==> config.mk <==
export PLATFORM = sky130hd
export DESIGN_NAME = cmp_req_ctrl_flat
export DESIGN_NICKNAME = d
export VERILOG_FILES = /design/src/rtl/cmp_req_if.sv /design/src/rtl/cmp_req_ctrl.sv /design/src/flat_wrapper.sv
export SDC_FILE = /design/constraint.sdc
export NUM_CORES = 1
export LEC_CHECK = 0
export ABC_CLOCK_PERIOD_IN_PS = 5700
export BUFFER_PORTS_ARGS = -buffer_cell sky130_fd_sc_hd__buf_2
export CORE_MARGIN = 2
export CORE_UTILIZATION = 25
export CTS_CLUSTER_SIZE = 28
export DETAILED_ROUTE_END_ITERATION = 8
export HOLD_SLACK_MARGIN = 0.06
export PLACE_DENSITY = 0.51
export SLEW_MARGIN = 20
export SYNTH_ARGS = -nofsm -noshare
export SYNTH_HDL_FRONTEND = slang
export SYNTH_SLANG_ARGS = --single-unit
==> constraint.sdc <==
create_clock -name CLK_CMP -period 5.7 [get_ports CLK_CMP]
set_input_delay 0.57 -clock CLK_CMP [delete_from_list [all_inputs] [get_ports CLK_CMP]]
set_output_delay 0.57 -clock CLK_CMP [all_outputs]
set_load 0.02 [all_outputs]
==> src/rtl/cmp_req_if.sv <==
// Handshake and comparator bus around cmp_req_ctrl. The slave modport is the controller's view.
// The master modport is the view of the surrounding requester and comparator.
interface cmp_req_if #(
    parameter int A_width       = 16,
    parameter int B_width       = 16,
    parameter int CMP_OUT_width = 16
);
    logic                     REQ_VALID;
    logic                     REQ_READY;
    logic [A_width-1:0]       REQ_A;
    logic [B_width-1:0]       REQ_B;
    logic [1:0]               REQ_FUN;

    logic [A_width-1:0]       CMP_A;
    logic [B_width-1:0]       CMP_B;
    logic [1:0]               CMP_FUN;
    logic                     CMP_EN;
    logic [CMP_OUT_width-1:0] CMP_RES;
    logic                     CMP_VLD;

    logic                     RSP_VALID;
    logic                     RSP_READY;
    logic                     RSP_TRUE;
    logic [1:0]               RSP_STATUS;
    logic [1:0]               RSP_FUN;

    modport master (
        output REQ_VALID, REQ_A, REQ_B, REQ_FUN, CMP_RES, CMP_VLD, RSP_READY,
        input  REQ_READY, CMP_A, CMP_B, CMP_FUN, CMP_EN, RSP_VALID, RSP_TRUE, RSP_STATUS, RSP_FUN
    );

    modport slave (
        input  REQ_VALID, REQ_A, REQ_B, REQ_FUN, CMP_RES, CMP_VLD, RSP_READY,
        output REQ_READY, CMP_A, CMP_B, CMP_FUN, CMP_EN, RSP_VALID, RSP_TRUE, RSP_STATUS, RSP_FUN
    );
endinterface

==> src/rtl/cmp_req_ctrl.sv <==
// Request controller in front of a multi-cycle comparator. It accepts one request, pulses the
// comparator, waits with a timeout for the result, then returns a decoded response.
module cmp_req_ctrl #(
    parameter int A_width       = 16,
    parameter int B_width       = 16,
    parameter int CMP_OUT_width = 16,   // must be at least 2 so results 2 and 3 are representable
    parameter int TIMEOUT       = 8     // 1..255
) (
    input logic      CLK_CMP,
    input logic      RST_CMP,
    cmp_req_if.slave bus
);
    typedef enum logic [1:0] {
        IDLE  = 2'b00,
        ISSUE = 2'b01,
        WAIT  = 2'b10,
        RESP  = 2'b11
    } state_t;

    typedef enum logic [1:0] {
        FUN_NOP = 2'b00,
        FUN_EQ  = 2'b01,
        FUN_GT  = 2'b10,
        FUN_LT  = 2'b11
    } fun_t;

    typedef enum logic [1:0] {
        ST_OK      = 2'b00,
        ST_DEC_ERR = 2'b01,
        ST_TIMEOUT = 2'b10
    } status_t;

    typedef struct packed {
        logic    hit;
        status_t status;
    } outcome_t;

    localparam logic [CMP_OUT_width-1:0] RES_0     = '0;
    localparam logic [CMP_OUT_width-1:0] RES_1     = CMP_OUT_width'(1);
    localparam logic [CMP_OUT_width-1:0] RES_2     = CMP_OUT_width'(2);
    localparam logic [CMP_OUT_width-1:0] RES_3     = CMP_OUT_width'(3);
    localparam logic [7:0]               WAIT_LAST = 8'(TIMEOUT - 1);

    state_t             state;
    logic [A_width-1:0] cmp_a_q;
    logic [B_width-1:0] cmp_b_q;
    fun_t               cmp_fun_q;
    logic               cmp_en_q;
    logic [7:0]         wait_cnt;
    logic               rsp_valid_q;
    logic               rsp_true_q;
    status_t            rsp_status_q;
    fun_t               rsp_fun_q;
    outcome_t           dec;

    // Each function has exactly one "true" code and one "false" code; anything else,
    // including any nonzero upper bits, is a decode error.
    function automatic outcome_t decode(input fun_t fun, input logic [CMP_OUT_width-1:0] res);
        outcome_t o;
        o = '{hit: 1'b0, status: ST_DEC_ERR};
        case (fun)
            FUN_NOP: if (res == RES_0) o.status = ST_OK;
            FUN_EQ: begin
                if (res == RES_1)      o = '{hit: 1'b1, status: ST_OK};
                else if (res == RES_0) o.status = ST_OK;
            end
            FUN_GT: begin
                if (res == RES_2)      o = '{hit: 1'b1, status: ST_OK};
                else if (res == RES_0) o.status = ST_OK;
            end
            FUN_LT: begin
                if (res == RES_2)      o = '{hit: 1'b1, status: ST_OK};
                else if (res == RES_3) o.status = ST_OK;
            end
        endcase
        return o;
    endfunction

    assign dec = decode(cmp_fun_q, bus.CMP_RES);

    // NOTE: sequential state is written only with non-blocking assignments, and every register
    // (including the operand holding registers) is cleared by the asynchronous reset.
    always_ff @(posedge CLK_CMP or negedge RST_CMP) begin
        if (!RST_CMP) begin
            state        <= IDLE;
            cmp_a_q      <= '0;
            cmp_b_q      <= '0;
            cmp_fun_q    <= FUN_NOP;
            cmp_en_q     <= 1'b0;
            wait_cnt     <= '0;
            rsp_valid_q  <= 1'b0;
            rsp_true_q   <= 1'b0;
            rsp_status_q <= ST_OK;
            rsp_fun_q    <= FUN_NOP;
        end else begin
            case (state)
                IDLE: begin
                    if (bus.REQ_VALID) begin
                        cmp_a_q   <= bus.REQ_A;
                        cmp_b_q   <= bus.REQ_B;
                        cmp_fun_q <= fun_t'(bus.REQ_FUN);
                        cmp_en_q  <= 1'b1;
                        state     <= ISSUE;
                    end
                end
                ISSUE: begin
                    cmp_en_q <= 1'b0;
                    wait_cnt <= '0;
                    state    <= WAIT;
                end
                WAIT: begin
                    if (bus.CMP_VLD) begin
                        rsp_true_q   <= dec.hit;
                        rsp_status_q <= dec.status;
                        rsp_fun_q    <= cmp_fun_q;
                        rsp_valid_q  <= 1'b1;
                        state        <= RESP;
                    end else if (wait_cnt == WAIT_LAST) begin
                        // This is the TIMEOUT-th cycle without a result.
                        rsp_true_q   <= 1'b0;
                        rsp_status_q <= ST_TIMEOUT;
                        rsp_fun_q    <= cmp_fun_q;
                        rsp_valid_q  <= 1'b1;
                        state        <= RESP;
                    end else begin
                        wait_cnt <= wait_cnt + 8'd1;
                    end
                end
                RESP: begin
                    if (bus.RSP_READY) begin
                        rsp_valid_q <= 1'b0;
                        state       <= IDLE;
                    end
                end
            endcase
        end
    end

    assign bus.REQ_READY  = (state == IDLE);
    assign bus.CMP_A      = cmp_a_q;
    assign bus.CMP_B      = cmp_b_q;
    assign bus.CMP_FUN    = cmp_fun_q;
    assign bus.CMP_EN     = cmp_en_q;
    assign bus.RSP_VALID  = rsp_valid_q;
    assign bus.RSP_TRUE   = rsp_true_q;
    assign bus.RSP_STATUS = rsp_status_q;
    assign bus.RSP_FUN    = rsp_fun_q;
endmodule

==> src/flat_wrapper.sv <==
// flat-port wrapper written by rule: the top's interface ports become plain ports
module cmp_req_ctrl_flat 
#(
    parameter int A_width       = 16,
    parameter int B_width       = 16,
    parameter int CMP_OUT_width = 16,                                                             
    parameter int TIMEOUT       = 8              
)
  (CLK_CMP, RST_CMP, bus_REQ_VALID, bus_REQ_A, bus_REQ_B, bus_REQ_FUN, bus_CMP_RES, bus_CMP_VLD, bus_RSP_READY, bus_REQ_READY, bus_CMP_A, bus_CMP_B, bus_CMP_FUN, bus_CMP_EN, bus_RSP_VALID, bus_RSP_TRUE, bus_RSP_STATUS, bus_RSP_FUN);
  cmp_req_if #(.A_width(A_width), .B_width(B_width), .CMP_OUT_width(CMP_OUT_width)) bus_i ();
  input logic CLK_CMP;
  input logic RST_CMP;
  input wire logic [$bits(bus_i.REQ_VALID)-1:0] bus_REQ_VALID;
  input wire logic [$bits(bus_i.REQ_A)-1:0] bus_REQ_A;
  input wire logic [$bits(bus_i.REQ_B)-1:0] bus_REQ_B;
  input wire logic [$bits(bus_i.REQ_FUN)-1:0] bus_REQ_FUN;
  input wire logic [$bits(bus_i.CMP_RES)-1:0] bus_CMP_RES;
  input wire logic [$bits(bus_i.CMP_VLD)-1:0] bus_CMP_VLD;
  input wire logic [$bits(bus_i.RSP_READY)-1:0] bus_RSP_READY;
  output wire logic [$bits(bus_i.REQ_READY)-1:0] bus_REQ_READY;
  output wire logic [$bits(bus_i.CMP_A)-1:0] bus_CMP_A;
  output wire logic [$bits(bus_i.CMP_B)-1:0] bus_CMP_B;
  output wire logic [$bits(bus_i.CMP_FUN)-1:0] bus_CMP_FUN;
  output wire logic [$bits(bus_i.CMP_EN)-1:0] bus_CMP_EN;
  output wire logic [$bits(bus_i.RSP_VALID)-1:0] bus_RSP_VALID;
  output wire logic [$bits(bus_i.RSP_TRUE)-1:0] bus_RSP_TRUE;
  output wire logic [$bits(bus_i.RSP_STATUS)-1:0] bus_RSP_STATUS;
  output wire logic [$bits(bus_i.RSP_FUN)-1:0] bus_RSP_FUN;
  assign bus_i.REQ_VALID = bus_REQ_VALID;
  assign bus_i.REQ_A = bus_REQ_A;
  assign bus_i.REQ_B = bus_REQ_B;
  assign bus_i.REQ_FUN = bus_REQ_FUN;
  assign bus_i.CMP_RES = bus_CMP_RES;
  assign bus_i.CMP_VLD = bus_CMP_VLD;
  assign bus_i.RSP_READY = bus_RSP_READY;
  assign bus_REQ_READY = bus_i.REQ_READY;
  assign bus_CMP_A = bus_i.CMP_A;
  assign bus_CMP_B = bus_i.CMP_B;
  assign bus_CMP_FUN = bus_i.CMP_FUN;
  assign bus_CMP_EN = bus_i.CMP_EN;
  assign bus_RSP_VALID = bus_i.RSP_VALID;
  assign bus_RSP_TRUE = bus_i.RSP_TRUE;
  assign bus_RSP_STATUS = bus_i.RSP_STATUS;
  assign bus_RSP_FUN = bus_i.RSP_FUN;
  cmp_req_ctrl #(.A_width(A_width), .B_width(B_width), .CMP_OUT_width(CMP_OUT_width), .TIMEOUT(TIMEOUT)) u_core (.CLK_CMP(CLK_CMP), .RST_CMP(RST_CMP), .bus(bus_i));
endmodule
After elaboration in Yosys (flattened, before gate mapping). Cells that the tools add are included.

Add/sub/neg operators: 1. Eq/ne operators: 15. Muxes and demuxes: 29. Reduce and logical (&&, ||, !) cells: 14.

Operator list (number): equality test 16 x 2 -> 1 bit (second input constant) (2); equality test 16 x 1 -> 1 bit (second input constant) (1); zero test 16 bit (1); two-way mux 2 bit (8); two-way mux 8 bit (2); case mux 2 bit (4 select lines) (2); case mux 8 bit (2 select lines) (1); two-way mux 1 bit (13); AND reduction 3 bit (3); adder 8 x 1 -> 8 bit (second input constant) (1); equality test 2 bit (second input constant) (4); equality test 8 x 3 -> 1 bit (second input constant) (1); inequality test 2 bit (second input constant) (4); nonzero test 2 bit (4); case mux 1 bit (2 select lines) (3); AND reduction 2 bit (3); equality test 2 x 1 -> 1 bit (second input constant) (2); zero test 2 bit (2); inequality test 3 x 2 -> 1 bit (second input constant) (1); OR reduction 2 bit (1).

Logic and storage cells: 69. Bits of input ports: 55. Output and inout bits: 42. Flip-flop bits (word level): 51.

Longest topological paths before layout. Gate-level depths: netlist of run 1.

Depth after elaboration: 5. Gate-level depth with buffers: 7. Depth with buffers taken out: 6.

Worst setup path after synthesis of run 1. OpenSTA, ideal clock, no wires.

Kind: register to register. Start: register u_core.wait_cnt[5]. End: register u_core.state[1]. Stages on the path, launching flop included: 5. Setup time: 0.128 ns. Arrival time: 1.759 ns. Data required time: 5.572 ns. Buffers on the path: 0. Setup slack: 3.814 ns. Period minus slack after synthesis: 1.886 ns. Path through: dfrtp_1 or4_4 o31a_4 nor3_4 mux2_1.

Longest elaborated chain between the ends: 3.

Ends and longest elaborated chain: start, declared (RTL line cmp_req_ctrl.sv:49) `logic [7:0] wait_cnt;`; start signal, assigned (RTL line cmp_req_ctrl.sv:126) `wait_cnt <= wait_cnt + 8'd1;`; equality test 8 x 3 -> 1 bit (RTL line cmp_req_ctrl.sv:118) `end else if (wait_cnt == WAIT_LAST) begin`; inequality test 3 x 2 -> 1 bit (no line); AND reduction 3 bit (no line); end signal, assigned (RTL line cmp_req_ctrl.sv:117) `state <= RESP;`; end signal, assigned (RTL line cmp_req_ctrl.sv:124) `state <= RESP;`; end signal, assigned (RTL line cmp_req_ctrl.sv:132) `state <= IDLE;`; end, declared (RTL line cmp_req_ctrl.sv:44) `state_t state;`.

Every way passes these cells. A chain may end at the register's enable or synchronous reset.

Worst setup path after layout of run 1.
Start: register u_core.state[0]. End: register u_core.wait_cnt[5].

Longest elaborated chain between the ends: 3. Elaborated cells on any way between the ends: 7. Those cells by class: 4 x eq/ne; 1 x mux; 2 x reduce/logical.

Ends and longest elaborated chain: start signal, assigned (RTL line cmp_req_ctrl.sv:85) `state <= IDLE;`; start signal, assigned (RTL line cmp_req_ctrl.sv:103) `state <= ISSUE;`; start signal, assigned (RTL line cmp_req_ctrl.sv:109) `state <= WAIT;`; equality test 2 bit / equality test 2 x 1 -> 1 bit (equally long branches) (RTL line cmp_req_ctrl.sv:96) `case (state)`; inequality test 2 bit (no line) / nonzero test 2 bit (equally long branches); AND reduction 3 bit (no line).

Several ways; a longest one is shown, not always the timed one.

==> metrics.yaml, run 1 <==
global_routing:
  grt_pass1_vias: 1687
  antenna_found_initial: 0
  grt_use_met3: 0.0329
  grt_use_met1: 0.133
  overflow: 0
  busiest_layer: "met2"
  grtUsageMet2: 0.166
  track_usage: 0.103
  grt_max_degree: 52
  grt_first_pass_wirelength_um: 8050
clock_network:
  clkSinkCount: 51
  ctsResizeCount: 0
  cts_buffer_depth: 2
  clk_latency_ns: 0.30
  clockRootBuffer: "clkbuf_8"
  tritoncts: "built"
  numCtsBuffers: 5
  cts_max_level: 2
  path_clk_slew_ns: 0.09
  hold_buffers: 0
  cts_setup_buffers: 0
run_status:
  status: "complete, no violations"
floorplanning:
  floorplan.initialDensity: 0.254
  fp-row-count: 34
  core_area_sq_um: 8640
  io_pins: 97
  fp.dieW_um: 97.7
  die_area_sq_um: 9550
  die_y_um: 97.7
min_path:
  hold_class: "input pin to async pin"
setup_path:
  cp.required_ns: 5.93
  cpPeakStageDelay_ns: 0.54
  cp-end-kind: "flip-flop"
  arrival_ns: 2.23
  path_class: "flip-flop to flip-flop"
  crit_chain: "inv_1 -> ha_1 -> and2b_1 -> o31ai_2 -> or4_1 -> a21boi_1"
  start_kind: "flip-flop"
  crit_fanout: 11
  cp_slowest_cell: "or4_1"
timing:
  max_freq_ghz: 0.500
  final.min_clock_period_ns: 2.00
  grt_setup_unrepaired: "no"
  fin_crit_sh: 0.351
  finalSetupViolations: 0
  hold_viol: 0
  worstMarginPinSlew_ns: 0.666
  fin_tns_setup_ns: 0
  worst_slack_ns: 3.70
  finalMaxSlewViolations: 0
  max_slew_margin: 0.556
  finalClockSkew_ns: 0.00760
cells_and_area:
  antenna_cells: 0
  nets: 324
  area_growth_syn_to_layout_pct: 32.7
  layout-drive-gt1-share: 0.551
  fillerInstances: 889
synth:
  synth_most_common_cell: "dfrtp_1"
  synth_top_area_frac: 0.581
  synth_ff_type: "dfrtp_1"
  synth-seq-cells: 51
  mappedNetlistArea_sq_um: 2200
  synthCells: 163
  ys_warn_count: 0
  avgSynthCellArea_sq_um: 13.5
  synthDistinctLibCells: 34
  yosysTopAreaCell: "dfrtp_1"
  syn_nets: 223
  synth_seq_area_share: 0.581
  synth-edff-count: 0
  netlist_top_cells_area: "dfrtp_1, mux2_2, ha_1, nand2_1, a21oi_1"
  async_flop_share: 1.00
  synthTopCellsByCount: "dfrtp_1, mux2_2, nand2_1"
drt:
  first_pass_iters: 4
  avgViaCountPerCell: 4.49
  antenna_left: 0
  route.detailed.drc: 0
  wl_per_cell_um: 12.9
  drt-initial-drc-count: 78
  wl_um: 4810
  vias: 1676
pwr:
  power_uw: 1530
  p_per_area_nw_per_um2: 524
  vdd_ir_drop_max_mv: 0.199
  p_leak_uw: 0.00140
placed_design:
  post-dp-hpwl_um: 3460
  dp_slack_ns: 3.44
  port_buffers: 96
  place.gp.congestion: 0.766
job:
  cap_violations: 0
## metal layers
layer	up-vias	routed length, um
met1	802	2130
met4	0	36
met3	5	348
met2	65	2290
li1	804	-
met5	-	0
## area by class of cell
type | count | area [sq um] | share of cell area
sequential | 51 | 1280 | 0.438
multi-input combinational | 103 | 891 | 0.305
timing repair buffer | 98 | 495 | 0.170
tap | 108 | 135 | 0.0463
clock buffer | 8 | 100 | 0.0343
inverter | 5 | 18.8 | 0.00644
## worst max-delay path: cells and delay by family, from the launching register on
family	cells	cell delay, ns
and+or+nand+nor	2	0.79
DFF	1	0.42
AOI/OAI and AO/OA	2	0.33
adders and majority gates	1	0.29
buffers and inverters	1	0.10
## cell usage in the layout (no fill, tap or decap)
master | netlist | layout
buf_2 | 1 | 96
dfrtp_1 | 51 | 51
mux2_2 | 36 | 36
nand2_1 | 11 | 11
clkbuf_8 | 0 | 7
inv_1 | 5 | 5
nand3_1 | 5 | 5
a21oi_1 | 5 | 5
ha_1 | 5 | 5
o21ai_0 | 4 | 4
nor2b_1 | 3 | 3
nand4_1 | 3 | 3
a21boi_1 | 3 | 3
nor4_1 | 3 | 3
a32o_1 | 2 | 2
o31ai_1 | 3 | 2
or4_1 | 2 | 2
o2bb2ai_1 | 2 | 2
buf_4 | 0 | 2
nand2b_1 | 1 | 1
or4_4 | 1 | 1
and2b_1 | 1 | 1
o31a_4 | 1 | 1
o31ai_2 | 0 | 1
nor3_2 | 1 | 1
o21ai_1 | 1 | 1
a211o_1 | 1 | 1
a211oi_1 | 1 | 1
nor3_4 | 1 | 1
mux2_1 | 1 | 1
o32a_1 | 1 | 1
a2bb2oi_1 | 1 | 1
nand4b_1 | 1 | 1
o311ai_0 | 1 | 1
o41ai_1 | 1 | 1
or3_1 | 1 | 1
clkbuf_1 | 3 | 1
## cell families after synthesis
group | Yosys count | share of synthesized area
buffers and inverters | 9 | 0.0159
AO/OA/AOI/OAI | 27 | 0.0923
adder cells (fa/ha/maj) | 5 | 0.0285
AND/OR/NAND/NOR | 34 | 0.0928
flip-flops | 51 | 0.581
multiplexers | 37 | 0.190
## registers in the layout, indices dropped and copies added, names as in the netlist
signal	flops
u_core.bus.CMP_FUN	2
u_core.wait_cnt	8
u_core.bus.CMP_EN	1
u_core.bus.CMP_B	16
u_core.bus.RSP_TRUE	1
u_core.bus.CMP_A	16
u_core.bus.RSP_STATUS	2
u_core.bus.RSP_FUN	2
u_core.bus.RSP_VALID	1
u_core.state	2
## power breakdown
part	switching [uW]	leakage (uW)	internal, uW
Combinational	390	0.000721	306
Sequential	86.6	0.000623	520
Clock	115	0.0000515	111
## worst paths after layout
check	from	to	slack (ns)	cells after the start
worst max-delay path	u_core.state[0]	u_core.wait_cnt[5]	3.70	6
worst min register to register	u_core.bus.RSP_TRUE	u_core.bus.RSP_TRUE	0.49	1
worst min-delay path	RST_CMP	u_core.bus.RSP_FUN[0]	0.38	2
max in group asynchronous	RST_CMP	u_core.bus.CMP_A[6]	4.87	2
min in group CLK_CMP	bus_CMP_VLD	u_core.bus.RSP_STATUS[1]	0.49	2
worst max register to register	u_core.state[0]	u_core.wait_cnt[5]	3.70	6
## through the flow
stage / instances / cell area [sq um] / hold slack [ns] / util
floorplan: 163 / 2200 / 0.274 / -
global placement: 365 / 2810 / 0.472 / 0.326
detailed placement: 365 / 2810 / 0.478 / 0.326
CTS: 373 / 2910 / 0.411 / 0.337
global route: 373 / 2920 / 0.441 / 0.338
finish: 373 / 2920 / 0.381 / 0.338
Power figures use the tool's default switching activity.
==> run 2: changes to the inputs <==
--- a/config.mk
+++ b/config.mk
@@ -5,14 +5,15 @@
 export SDC_FILE = /design/constraint.sdc
 export NUM_CORES = 1
 export LEC_CHECK = 0
-export ABC_CLOCK_PERIOD_IN_PS = 5700
+export ABC_AREA = 1
+export ABC_CLOCK_PERIOD_IN_PS = 1800
 export BUFFER_PORTS_ARGS = -buffer_cell sky130_fd_sc_hd__buf_2
 export CORE_MARGIN = 2
 export CORE_UTILIZATION = 25
 export CTS_CLUSTER_SIZE = 28
 export DETAILED_ROUTE_END_ITERATION = 8
 export HOLD_SLACK_MARGIN = 0.06
-export PLACE_DENSITY = 0.51
+export PLACE_DENSITY = 0.52
 export SLEW_MARGIN = 20
 export SYNTH_ARGS = -nofsm -noshare
 export SYNTH_HDL_FRONTEND = slang
==> constraint.sdc (replaced) <==
create_clock -name CLK_CMP -period 1.8 [get_ports CLK_CMP]
set_input_delay 0.18 -clock CLK_CMP [delete_from_list [all_inputs] [get_ports CLK_CMP]]
set_output_delay 0.18 -clock CLK_CMP [all_outputs]
set_load 0.02 [all_outputs]
==> metrics.yaml, run 2 <==
timing:
  finalMaxSlewViolations: 0
  finalClockSkew_ns: 0.0115
  fin_crit_sh: 0.888
  max_freq_ghz: 0.625
  worst_slack_ns: 0.201
  grt_setup_unrepaired: "no"
  worstMarginPinSlew_ns: 0.577
  finalSetupViolations: 0
  hold_viol: 0
  fin_tns_setup_ns: 0
  max_slew_margin: 0.615
  final.min_clock_period_ns: 1.60
synth:
  synthTopCellsByCount: "nand2_1, dfrtp_1, nor2_1"
  avgSynthCellArea_sq_um: 7.78
  synth-seq-cells: 51
  async_flop_share: 1.00
  synthDistinctLibCells: 22
  netlist_top_cells_area: "dfrtp_1, nand2_1, nor2_1, inv_1, nand3_1"
  syn_nets: 361
  synthCells: 301
  synth_top_area_frac: 0.545
  synth_most_common_cell: "nand2_1"
  mappedNetlistArea_sq_um: 2340
  synth_seq_area_share: 0.545
  synth_ff_type: "dfrtp_1"
  yosysTopAreaCell: "dfrtp_1"
  synth-edff-count: 0
  ys_warn_count: 0
drt:
  drt-initial-drc-count: 50
  route.detailed.drc: 0
  vias: 2272
  wl_um: 6150
  avgViaCountPerCell: 4.19
  first_pass_iters: 4
  antenna_left: 0
  wl_per_cell_um: 11.3
global_routing:
  grt_pass1_vias: 2308
  track_usage: 0.126
  antenna_found_initial: 0
  grt_max_degree: 34
  overflow: 0
  grt_first_pass_wirelength_um: 10300
cells_and_area:
  nets: 490
  antenna_cells: 0
  final_cell_mix: "nand2_1, buf_2, dfrtp_1"
  layout-drive-gt1-share: 0.265
  final_common_cell: "nand2_1"
  final_area_sq_um: 3390
  area_growth_syn_to_layout_pct: 44.7
  finalNonFillerCells: 542
  finalCoreUtilization: 0.370
clock_network:
  path_clk_slew_ns: 0.10
  tritoncts: "built"
  cts_buffer_depth: 2
  clk_latency_ns: 0.30
  numCtsBuffers: 5
  clkSinkCount: 51
  cts_max_level: 2
  clockRootBuffer: "clkbuf_8"
min_path:
  min_from: "bus_REQ_B[13]"
  whs_path_depth: 3
  whs_endpoint: "u_core.bus.CMP_B[13]"
  hold_class: "input pin to flip-flop"
floorplanning:
  fp-row-count: 35
  fp.dieW_um: 101
  die_y_um: 101
  io_pins: 97
  die_area_sq_um: 10200
  floorplan.initialDensity: 0.256
  core_area_sq_um: 9150
setup_path:
  rr_endpoint: "u_core.wait_cnt[4]"
  arrival_ns: 1.82
  reg2reg_from: "u_core.state[0]"
  cp-end-kind: "flip-flop"
  cp.required_ns: 2.03
  ff2ff_path_depth: 8
  path_class: "flip-flop to flip-flop"
  crit_fanout: 9
  r2r_slack_ns: 0.20
  start_kind: "flip-flop"
job:
  cap_violations: 0
placed_design:
  post-dp-hpwl_um: 4430
  placed_cell_area_sq_um: 2970
  placed_cells: 504
  port_buffers: 96
  place.gp.congestion: 0.818
  dp_slack_ns: 0.126
run_status:
  status: "complete, no violations"
pwr:
  vdd_ir_drop_max_mv: 0.711
  p_leak_uw: 0.00188
  p_per_area_nw_per_um2: 1460
==> run 2: cell type report <==
type	count	area [sq um]
fillers	931	5760
flip-flops and latches	51	1280
multi-input cells	221	942
repair buffers	129	833
well taps	111	139
inverters	22	82.6
clock buffers	5	68.8
clock inverters	3	46.3
==> run 2: layer usage <==
| layer | track usage | part of all wire | vias up |
|---|---|---|---|
| li1 | - | - | 1176 |
| met1 | 0.161 | 0.46 | 1023 |
| met2 | 0.218 | 0.48 | 70 |
| met3 | 0.0264 | 0.057 | 3 |
| met4 | 0.0285 | 0.0052 | 0 |
| met5 | 0 | 0 | - |
==> run 2: what timing repair did <==
item                       CTS  global route
setup buffers                0             3
setup endpoints to repair    0             6
gates resized for setup      0             0
hold buffers                27             0
hold endpoints to repair    49             0
==> run 2: stage by stage <==
| stage | hold slack, ns | total power (uW) |
|---|---|---|
| floorplan | -0.116 | 3270 |
| global placement | 0.220 | 4020 |
| detailed placement | 0.223 | 4070 |
| CTS | 0.0604 | 4960 |
| global route | 0.0661 | 5360 |
| finish | 0.0681 | 4930 |
==> run 2: how the worst max path moves through the flow <==
stage | from | endpoint | cells after the start
global route | u_core.state[0] | u_core.wait_cnt[4] | 8
detailed placement | u_core.wait_cnt[0] | u_core.wait_cnt[7] | 6
finish | u_core.state[0] | u_core.wait_cnt[4] | 8
global placement | u_core.wait_cnt[0] | u_core.wait_cnt[6] | 6
CTS | u_core.wait_cnt[0] | u_core.wait_cnt[5] | 6
floorplan | u_core.state[0] | u_core.bus.CMP_FUN[0] | 7
==> run 2: critical path, stage by stage (launching register included) <==
cell and delay [ns]:
dfrtp_1 0.42, inv_1 0.09, ha_1 0.24, inv_2 0.11, nor2_1 0.18, o21ai_4 0.12, nand2_1 0.19, nand2_1 0.07
o21ai_1 0.07
==> run 2: power by group <==
group,internal (uW),leakage (uW),switching (uW)
clock,419,0.0000548,402
sequential,1600,0.000647,287
combinational,784,0.00118,1440
==> run 2: cells by family after synthesis <==
logic type | count (synthesis) | share of synthesized area
xor gates and xnor gates | 1 | 0.00374
AOI/OAI and AO/OA | 13 | 0.0342
and+or+nand+nor | 202 | 0.338
adders and majority gates | 5 | 0.0267
DFF | 51 | 0.545
buffers and inverters | 29 | 0.0524
